$ cat config.mk
export PLATFORM = sky130hd
export DESIGN_NAME = cordic_scheduler_flat
export DESIGN_NICKNAME = d
export VERILOG_FILES = /design/src/rtl/cordic_scheduler_if.sv /design/src/rtl/cordic_scheduler.sv /design/src/flat_wrapper.sv
export SDC_FILE = /design/constraint.sdc
export NUM_CORES = 1
export LEC_CHECK = 0
export CAP_MARGIN = 20
export CORE_AREA = 2 2 139 141
export DETAILED_ROUTE_END_ITERATION = 10
export DIE_AREA = 0 0 141 143
export PLACE_DENSITY = 0.7
export SLEW_MARGIN = 20
export SYNTH_ARGS = -nofsm -noshare
export SYNTH_HDL_FRONTEND = slang
export SYNTH_SLANG_ARGS = --single-unit
$ cat constraint.sdc
create_clock -name clk -period 9.4 [get_ports clk]
set_clock_uncertainty 0.1 [all_clocks]
set_input_delay 1.88 -clock clk [delete_from_list [all_inputs] [get_ports clk]]
set_output_delay 1.88 -clock clk [all_outputs]
set_load 0.01 [all_outputs]
$ cat src/rtl/cordic_scheduler_if.sv
// Request/response bundle between the client blocks and cordic_scheduler.
//
// Handshake: a request from requester i transfers on a rising clk edge where
// req_valid[i] & req_ready[i] are both high. req_ready is derived
// combinationally from req_valid, so a requester must never wait for
// req_ready before raising req_valid. Responses carry no ready: each
// rsp_valid[i] pulse lasts one cycle and must be consumed in that cycle.
//
// Signals:
//   req_valid  [N]          per-requester request
//   req_ready  [N]          one-hot grant (or zero)
//   req_x/y/z  [N*WIDTH]    packed signed operands, requester i at [i*WIDTH +: WIDTH]
//   rsp_valid  [N]          one-hot result strobe
//   rsp_x/y    [WIDTH+1]    broadcast result bus
//   rsp_z      [WIDTH]      broadcast angle result
// Modports: master = client side, slave = scheduler side.
interface cordic_scheduler_if #(
  parameter int N     = 4,
  parameter int WIDTH = 16
);
  logic [N-1:0]       req_valid;
  logic [N-1:0]       req_ready;
  logic [N*WIDTH-1:0] req_x;
  logic [N*WIDTH-1:0] req_y;
  logic [N*WIDTH-1:0] req_z;
  logic [N-1:0]       rsp_valid;
  logic [WIDTH:0]     rsp_x;
  logic [WIDTH:0]     rsp_y;
  logic [WIDTH-1:0]   rsp_z;

  modport master (
    output req_valid, req_x, req_y, req_z,
    input  req_ready, rsp_valid, rsp_x, rsp_y, rsp_z
  );

  modport slave (
    input  req_valid, req_x, req_y, req_z,
    output req_ready, rsp_valid, rsp_x, rsp_y, rsp_z
  );
endinterface

$ cat src/rtl/cordic_scheduler.sv
// cordic_scheduler: shares one fixed-latency CORDIC pipeline among N
// requesters. Round-robin arbitration issues at most one operation per clock;
// a tag (valid + requester index) travels alongside the CORDIC in a delay line
// and steers each result back to its originator as a one-hot strobe.
//
// Ports:
//   clk, reset        clock, synchronous active-high reset
//   issue_en          when low no new grants; in-flight work still returns
//   bus (slave)       request/response bundle, see cordic_scheduler_if
//   cordic_x0/y0/z0   registered operands presented to the CORDIC
//   cordic_x/y/z      CORDIC results (valid LATENCY cycles after x0/y0/z0)
//   in_flight         operations issued but not yet returned
//   idle              in_flight == 0 and no grant this cycle
module cordic_scheduler #(
  parameter int N       = 4,
  parameter int WIDTH   = 16,
  parameter int LATENCY = WIDTH + 2
) (
  input  logic                            clk,
  input  logic                            reset,
  input  logic                            issue_en,
  cordic_scheduler_if.slave               bus,
  output logic [WIDTH-1:0]                cordic_x0,
  output logic [WIDTH-1:0]                cordic_y0,
  output logic [WIDTH-1:0]                cordic_z0,
  input  logic [WIDTH:0]                  cordic_x,
  input  logic [WIDTH:0]                  cordic_y,
  input  logic [WIDTH-1:0]                cordic_z,
  output logic [$clog2(LATENCY+2)-1:0]    in_flight,
  output logic                            idle
);

  localparam int IW = (N > 1) ? $clog2(N) : 1;
  localparam int FW = $clog2(LATENCY + 2);

  logic [IW-1:0]    ptr_q;
  logic [IW-1:0]    ptr_d;
  logic [WIDTH-1:0] x0_q, y0_q, z0_q;
  logic [FW-1:0]    in_flight_q;
  logic             tag_v_q  [LATENCY+1];
  logic [IW-1:0]    tag_id_q [LATENCY+1];

  logic [N-1:0]     gnt;
  logic [IW-1:0]    gnt_idx;
  logic             gnt_any;
  logic [IW:0]      cand;
  logic             rsp_fire;

  // Rotating-priority search starting at the pointer. The candidate index is
  // wrapped by subtraction so non-power-of-two N works.
  always_comb begin
    gnt     = '0;
    gnt_idx = '0;
    gnt_any = 1'b0;
    cand    = '0;
    if (issue_en && !reset) begin
      for (int k = 0; k < N; k++) begin
        cand = {1'b0, ptr_q} + (IW+1)'(k);
        if (cand >= (IW+1)'(N)) cand = cand - (IW+1)'(N);
        if (!gnt_any && bus.req_valid[cand[IW-1:0]]) begin
          gnt_any = 1'b1;
          gnt_idx = cand[IW-1:0];
        end
      end
      if (gnt_any) gnt[gnt_idx] = 1'b1;
    end
  end

  assign ptr_d = (gnt_idx == IW'(N - 1)) ? '0 : gnt_idx + IW'(1);

  // Gated with reset so a tag already at the end of the line when reset
  // rises never produces a pulse for pre-reset work.
  assign rsp_fire = tag_v_q[LATENCY] && !reset;

  always_ff @(posedge clk) begin
    if (reset) begin
      x0_q        <= '0;
      y0_q        <= '0;
      z0_q        <= '0;
      ptr_q       <= '0;
      in_flight_q <= '0;
      for (int s = 0; s <= LATENCY; s++) begin
        tag_v_q[s]  <= 1'b0;
        tag_id_q[s] <= '0;
      end
    end else begin
      if (gnt_any) begin
        x0_q  <= bus.req_x[gnt_idx*WIDTH +: WIDTH];
        y0_q  <= bus.req_y[gnt_idx*WIDTH +: WIDTH];
        z0_q  <= bus.req_z[gnt_idx*WIDTH +: WIDTH];
        ptr_q <= ptr_d;
      end
      // The delay line never stalls: the CORDIC itself cannot stall.
      tag_v_q[0]  <= gnt_any;
      tag_id_q[0] <= gnt_idx;
      for (int s = 1; s <= LATENCY; s++) begin
        tag_v_q[s]  <= tag_v_q[s-1];
        tag_id_q[s] <= tag_id_q[s-1];
      end
      case ({gnt_any, rsp_fire})
        2'b10:   in_flight_q <= in_flight_q + FW'(1);
        2'b01:   in_flight_q <= in_flight_q - FW'(1);
        default: in_flight_q <= in_flight_q;
      endcase
    end
  end

  always_comb begin
    bus.rsp_valid = '0;
    if (rsp_fire) bus.rsp_valid[tag_id_q[LATENCY]] = 1'b1;
  end

  assign bus.req_ready = gnt;
  assign bus.rsp_x     = cordic_x;
  assign bus.rsp_y     = cordic_y;
  assign bus.rsp_z     = cordic_z;

  assign cordic_x0 = x0_q;
  assign cordic_y0 = y0_q;
  assign cordic_z0 = z0_q;
  assign in_flight = in_flight_q;
  assign idle      = (in_flight_q == '0) && !gnt_any;

endmodule

$ cat src/flat_wrapper.sv
// flat-port wrapper written by rule: the top's interface ports become plain ports
module cordic_scheduler_flat 
#(
  parameter int N       = 4,
  parameter int WIDTH   = 16,
  parameter int LATENCY = WIDTH + 2
)
  (clk, reset, issue_en, cordic_x0, cordic_y0, cordic_z0, cordic_x, cordic_y, cordic_z, in_flight, idle, bus_req_valid, bus_req_x, bus_req_y, bus_req_z, bus_req_ready, bus_rsp_valid, bus_rsp_x, bus_rsp_y, bus_rsp_z);
  cordic_scheduler_if #(.N(N), .WIDTH(WIDTH)) bus_i ();
  input  logic clk;
  input  logic reset;
  input  logic issue_en;
  output logic [WIDTH-1:0] cordic_x0;
  output logic [WIDTH-1:0] cordic_y0;
  output logic [WIDTH-1:0] cordic_z0;
  input  logic [WIDTH:0] cordic_x;
  input  logic [WIDTH:0] cordic_y;
  input  logic [WIDTH-1:0] cordic_z;
  output logic [$clog2(LATENCY+2)-1:0] in_flight;
  output logic idle;
  input wire logic [$bits(bus_i.req_valid)-1:0] bus_req_valid;
  input wire logic [$bits(bus_i.req_x)-1:0] bus_req_x;
  input wire logic [$bits(bus_i.req_y)-1:0] bus_req_y;
  input wire logic [$bits(bus_i.req_z)-1:0] bus_req_z;
  output wire logic [$bits(bus_i.req_ready)-1:0] bus_req_ready;
  output wire logic [$bits(bus_i.rsp_valid)-1:0] bus_rsp_valid;
  output wire logic [$bits(bus_i.rsp_x)-1:0] bus_rsp_x;
  output wire logic [$bits(bus_i.rsp_y)-1:0] bus_rsp_y;
  output wire logic [$bits(bus_i.rsp_z)-1:0] bus_rsp_z;
  assign bus_i.req_valid = bus_req_valid;
  assign bus_i.req_x = bus_req_x;
  assign bus_i.req_y = bus_req_y;
  assign bus_i.req_z = bus_req_z;
  assign bus_req_ready = bus_i.req_ready;
  assign bus_rsp_valid = bus_i.rsp_valid;
  assign bus_rsp_x = bus_i.rsp_x;
  assign bus_rsp_y = bus_i.rsp_y;
  assign bus_rsp_z = bus_i.rsp_z;
  cordic_scheduler #(.N(N), .WIDTH(WIDTH), .LATENCY(LATENCY)) u_core (.clk(clk), .reset(reset), .issue_en(issue_en), .bus(bus_i), .cordic_x0(cordic_x0), .cordic_y0(cordic_y0), .cordic_z0(cordic_z0), .cordic_x(cordic_x), .cordic_y(cordic_y), .cordic_z(cordic_z), .in_flight(in_flight), .idle(idle));
endmodule
Word level (Yosys, flattened, before mapping)
Memory sizes are Yosys's and may differ from the RTL's.
Cells that the tools add are included.
- bitwise logic cells: 38
- muxes and demuxes: 81
- $lt $le $gt $ge: 12
- reductions and logical operators: 15
- add/subtract/negate cells: 10
- equal/unequal tests: 3
- shifts and indexed selects: 3
- operators by type and width (kind ; count):
    $shiftx 64x7->16 ; 3
    $mux 2 ; 34
    $or 1x1->1 ; 38
    $mux 1 ; 37
    $lt 2x3->1 const B ; 6
    $mux 4 ; 3
    $pmux 5 s2 ; 1
    $ge 3x3->1 const B ; 3
    $bmux 1 s2 ; 4
    $logic_and 1x1->1 ; 8
    $sub 2x1->2 const B ; 4
    $add 2x2->3 const B ; 2
    $add 5x1->5 const B ; 1
    $logic_not 1->1 ; 5
    $logic_not 5->1 ; 1
    $sub 5x1->5 const B ; 1
    $demux 1 s2 ; 2
    $eq 2x2->1 const B ; 2
    $ge 2x1->1 const B ; 2
    $add 2x1->3 const B ; 1
    $ge 2x3->1 const B ; 1
    $add 2x1->2 const B ; 1
    $eq 2x1->1 const B ; 1
    $reduce_bool 2->1 ; 1
- input bits: 249
- memories kept: 2
- register bits after elaboration: 55
- RAM bits: 57
- memories (name ; words ; width ; rd ports ; clocked after Yosys merged registers in ; wr ports ; RTL line ; text):
    u_core.tag_id_q ; 19 ; 2 ; 19 ; 0 ; 19 ; cordic_scheduler.sv:41 ; logic [IW-1:0] tag_id_q [LATENCY+1];
    u_core.tag_v_q ; 19 ; 1 ; 19 ; 0 ; 19 ; cordic_scheduler.sv:40 ; logic tag_v_q [LATENCY+1];

Depth between registers and ports, before layout
- depth in word-level cells: 25
- depth in mapped cells: 14
- gate-level depth less buffers: 12

Worst setup path after synthesis
No wires, ideal clock.
- kind: input to output
- start point: input port bus_req_valid[3]
- end point: output port bus_req_ready[0]
- required time: 7.420 ns
- arrival time: 3.255 ns
- path slack: 4.165 ns
- path buffers: 2
- cell stages on the path: 6
- cell sequence: o21ai_0 > a211o_1 > buf_2 > buf_1 > nand2_1 > nor3_1
- word-level cells in the longest chain between the ends: 22
- elaborated cells on any way between the ends: 34
- ends and longest elaborated chain (element ; RTL line ; text):
    from (decl) ; flat_wrapper.sv:21 ; input wire logic [$bits(bus_i.req_valid)-1:0] bus_req_valid;
    $bmux 1 s2 ; cordic_scheduler.sv:60 ; if (!gnt_any && bus.req_valid[cand[IW-1:0]]) begin
    $mux 1 (not written as such) ; cordic_scheduler.sv:60 ;
    $mux 1 ; cordic_scheduler.sv:60 ;
    $mux 1 ; cordic_scheduler.sv:56 ; if (issue_en && !reset) begin
    $logic_not 1->1 ; cordic_scheduler.sv:60 ;
    $logic_and 1x1->1 ; cordic_scheduler.sv:60 ;
    $mux 1 ; cordic_scheduler.sv:60 ;
    $mux 1 ; cordic_scheduler.sv:56 ;
    [... 6 more ...] ; - ;
    $mux 2 ; cordic_scheduler.sv:60 ;
    $mux 2 ; cordic_scheduler.sv:56 ;
    $lt 2x3->1 (not written as such) / $ge 2x1->1 (equally long branches) ; cordic_scheduler.sv:65 ; if (gnt_any) gnt[gnt_idx] = 1'b1;
    $logic_and 1x1->1 (not written as such) ; cordic_scheduler.sv:65 ;
    $mux 1 (not written as such) ; cordic_scheduler.sv:65 ;
    $demux 1 s2 ; - ;
    $mux 4 (*) ; cordic_scheduler.sv:65 ;
    $mux 4 (*) ; cordic_scheduler.sv:56 ;
    to (decl) ; flat_wrapper.sv:25 ; output wire logic [$bits(bus_i.req_ready)-1:0] bus_req_ready;
Every way passes the cells marked *; elsewhere a longest branch is shown, timed or not. The select of a mux whose other input is x is not followed.

Worst setup path in the final report
- start point: input port reset
- end point: output port bus_req_ready[2]
- word-level cells in the longest chain between the ends: 3
- ends and longest elaborated chain (element ; RTL line ; text):
    from (decl) ; flat_wrapper.sv:11 ; input logic reset;
    $logic_not 1->1 ; cordic_scheduler.sv:56 ;
    $logic_and 1x1->1 ; cordic_scheduler.sv:56 ;
    $mux 4 ; cordic_scheduler.sv:56 ;
Every way passes these cells.

==> metrics.md <==
| Metric | Value |
|---|---|
| Worst reg2reg path endpoint | `u_core.cordic_y0[12]$_SDFFE_PP0P_` |
| Clk buf depth | `2` |
| Synth async-reset ratio | `0` |
| Internal power | `0.856 mW` |
| Max incr delay on CP | `770 ps` |
| CP Data Required Time | `7420 ps` |
| LEAKAGE | `2.96 nW` |
| CTS clk-pin slew, worst paths | `80 ps` |
| Fin. Hold Viols | `0` |
| Largest net degree at the start of global routing | `99` |
| CP cell instances | `buf_2 > buf_4 > inv_2 > nand2_2 > nor2_4 > buf_4 > inv_1 > nor3_1 > clkdlybuf4s50_1` |
| Post-layout min period | `7030 ps` |
| Peak supply drop | `0.0000961 V` |
| Total grt overflow | `0` |
| Layout cells sized above 1 | `0.0506` |
| Drt via density | `5.35` |
| Net switching power | `0.371 mW` |
| Post-CTS Setup Inserts | `0` |
| Syn Area/Cell | `8.25 µm²` |
| Worst R2R Path Depth | `7` |
| Critical Path Source | `reset` |
| CTS root buf | `clkbuf_16` |
| WS Path Type | `input port to primary output` |
| Synth Net Count | `960` |
| Latest clock arrival within the worst-skew pair | `350 ps` |
| Distinct cells, synth | `41` |
| # diodes | `0` |
| EDFF count, synth | `0` |
| Status | `completed` |
| Area growth from synthesis to layout | `45.8%` |
| RD Place Congestion | `0.794` |
| Power Dens Cells | `144 mW/mm²` |
| Slew headroom | `0.308` |
| Vias in the first global route | `5421` |
| Critical path's top delay family | `buffers and inverters` |
| Num CTS Buffers | `9` |
| Number of synthesized register bits | `112` |
| Die area | `0.0202 mm²` |
| Clk network pwr share | `0.322` |
| Worst setup EP type | `primary output` |
| Antenna viol nets, final | `0` |
| Mapped Cells | `707` |
| Hold Path Class | `flop to flop` |
| Post-CTS Hold Buffers | `0` |
| PortBufs | `260` |
| RSZ-0062 raised after global routing | `false` |
| Setup TNS | `0 ps` |
| Most frequent cells in the layout | `clkdlybuf4s50_1, dfxtp_1, nand3_1` |
| DRC viols | `0` |
| Worst-margin pin slew | `1040 ps` |
| Power consumption | `1.23 mW` |
| Hold path depth | `1` |
| Max-cap violations | `0` |
| Startpoint types | `input port` |
| I/O Pins | `361` |
| Crit path arrival time | `5050 ps` |
| Average wire per standard cell | `18.4 µm` |
| Initial antenna violation count | `0` |
| Critical path depth | `9` |
| Worst path slowest cell | `inv_2` |
| Initial DRC count | `341` |
| TritonCTS Sinks | `112` |
| Post-Syn Area | `0.00583 mm²` |
| CTS resizes | `0` |
| Most used cell, CP | `buf_4` |
| Final WL | `20300 µm` |
| Sw Ratio | `0.303` |
| CTS tree | `done` |
| Crit Path Max Fanout | `62` |
| Dpl hpwl | `13800 µm` |
| Total track usage | `0.189` |
| Syn. warnings | `0` |
| Setup violators final | `0` |
| Vias | `5908` |
| Comb pwr share | `0.258` |
| Commonest non-fill, non-tap cell in the layout | `clkdlybuf4s50_1` |
| Register share of total power | `0.420` |
| WHS Endpoint | `u_core.tag_id_q[0][25]$_SDFF_PP0_` |
| Yosys top cell by area | `dfxtp_1` |
| Die width | `141 µm` |
| Sequential fraction of the synthesis area | `0.385` |
| Initial core utilization | `0.314` |
| Worst path buffer plus inverter count | `6` |
| Core Rows | `50` |
| Slew Viols, Final | `0` |
| Hold Crit Start | `u_core.tag_id_q[0][23]$_SDFF_PP0_` |
| H-tree depth | `3` |
| First-pass GRT wire length | `29700 µm` |
| Nets | `1118` |
| Period utilization | `0.748` |
| Flop-to-flop setup slack | `6450 ps` |
| Max Fclk | `142 MHz` |
| Reg2reg start | `u_core.ptr_q[0]$_SDFFE_PP0P_` |
| Share of the synthesized area in the top cell type | `0.385` |
| Top cells by area, synth | `dfxtp_1, nand3_1, a311oi_1` |
| Placeable Area | `0.0186 mm²` |
| Main synth FF type | `dfxtp_1` |
| TritonRoute pass-1 iters | `5` |
| Die height | `143 µm` |
[synthesized netlist by cell type (all sizes together), types with 2 or more instances]
cell type / number
nor3: 6
a21oi: 55
nand3: 97
a21boi: 2
dfxtp: 112
a211o: 2
inv: 5
or3b: 2
nor2: 9
nand2: 7
xor2: 3
clkbuf: 60
buf: 66
o21bai: 2
o21ai: 52
nor2b: 61
a31oi: 48
or4: 2
mux2i: 3
nor4: 2
ha: 4
a21o: 48
a311oi: 48
[worst max-delay path by stage]
stage / endpoint / slack, ps
after floorplan: bus_req_ready[0] / 4160
after global placement: bus_req_ready[0] / 2390
after detailed placement: bus_req_ready[0] / 2340
after CTS: bus_req_ready[0] / 2340
after global routing: bus_req_ready[2] / 2140
final: bus_req_ready[2] / 2370
[metal layers]
metal	up-vias	routed length, µm	GRT usage	share of wire
li1	2860	-	-	-
met1	2745	8740	0.242	0.43
met2	288	9520	0.313	0.47
met3	15	1750	0.0610	0.087
met4	0	252	0.0405	0.012
met5	-	0	0	0
[cell type report]
class / instances / area, µm²
Timing Repair Buffer: 273 / 2700
Multi-Input combinational cell: 464 / 2930
Fill cell: 1814 / 10100
Tap cell: 234 / 293
Clock inverter: 7 / 92.6
Sequential cell: 112 / 2240
Inverter: 5 / 18.8
Clock buffer: 9 / 225
[through the flow]
| step | setup slack (ps) | hold WS [ps] | utilization | instance area, µm² | cells |
|---|---|---|---|---|---|
| final | 2370 | 338 | 0.457 | 8500 | 1104 |
| after CTS | 2340 | 340 | 0.457 | 8500 | 1104 |
| after detailed placement | 2340 | 320 | 0.440 | 8180 | 1088 |
| after global routing | 2140 | 351 | 0.457 | 8500 | 1104 |
| after floorplan | 4160 | 314 | - | 5830 | 707 |
| after global placement | 2390 | 316 | 0.440 | 8180 | 1088 |
[sequential cells by signal, summed over array words and instances (netlist names)]
| name | cells |
|---|---|
| u_core.tag_id_q | 38 |
| u_core.tag_v_q | 19 |
| u_core.cordic_x0 | 16 |
| u_core.cordic_y0 | 16 |
| u_core.cordic_z0 | 16 |
| u_core.in_flight | 5 |
| u_core.ptr_q | 2 |
[cell families (layout without fill, tap and decap cells)]
kind of cell	Yosys count	in the layout	share of synthesized area
buffers and inverters	131	294	0.121
adder cells (fa/ha/maj)	4	4	0.00859
multiplexers	4	4	0.00708
XOR/XNOR	3	3	0.00451
AO/OA/AOI/OAI	261	261	0.294
AND/OR/NAND/NOR	192	192	0.180
flip-flops	112	112	0.385
[power by group through the flow]
stage                     clock network [mW]  registers (mW)  logic [mW]
after floorplan                            0           0.535       0.153
after global placement                     0           0.527       0.314
after detailed placement                   0           0.527       0.316
after CTS                              0.411           0.516       0.318
after global routing                   0.431           0.519       0.341
final                                  0.395           0.516       0.316
[worst register-to-register path, cell delays in order (launching register included)]
cell,delay [ps]
dfxtp_1,430
nor2b_1,130
or4_2,670
buf_4,350
a21oi_4,300
buf_4,520
nand3_1,180
a31oi_1,210
No activity file was read; power rests on OpenSTA's default activity.
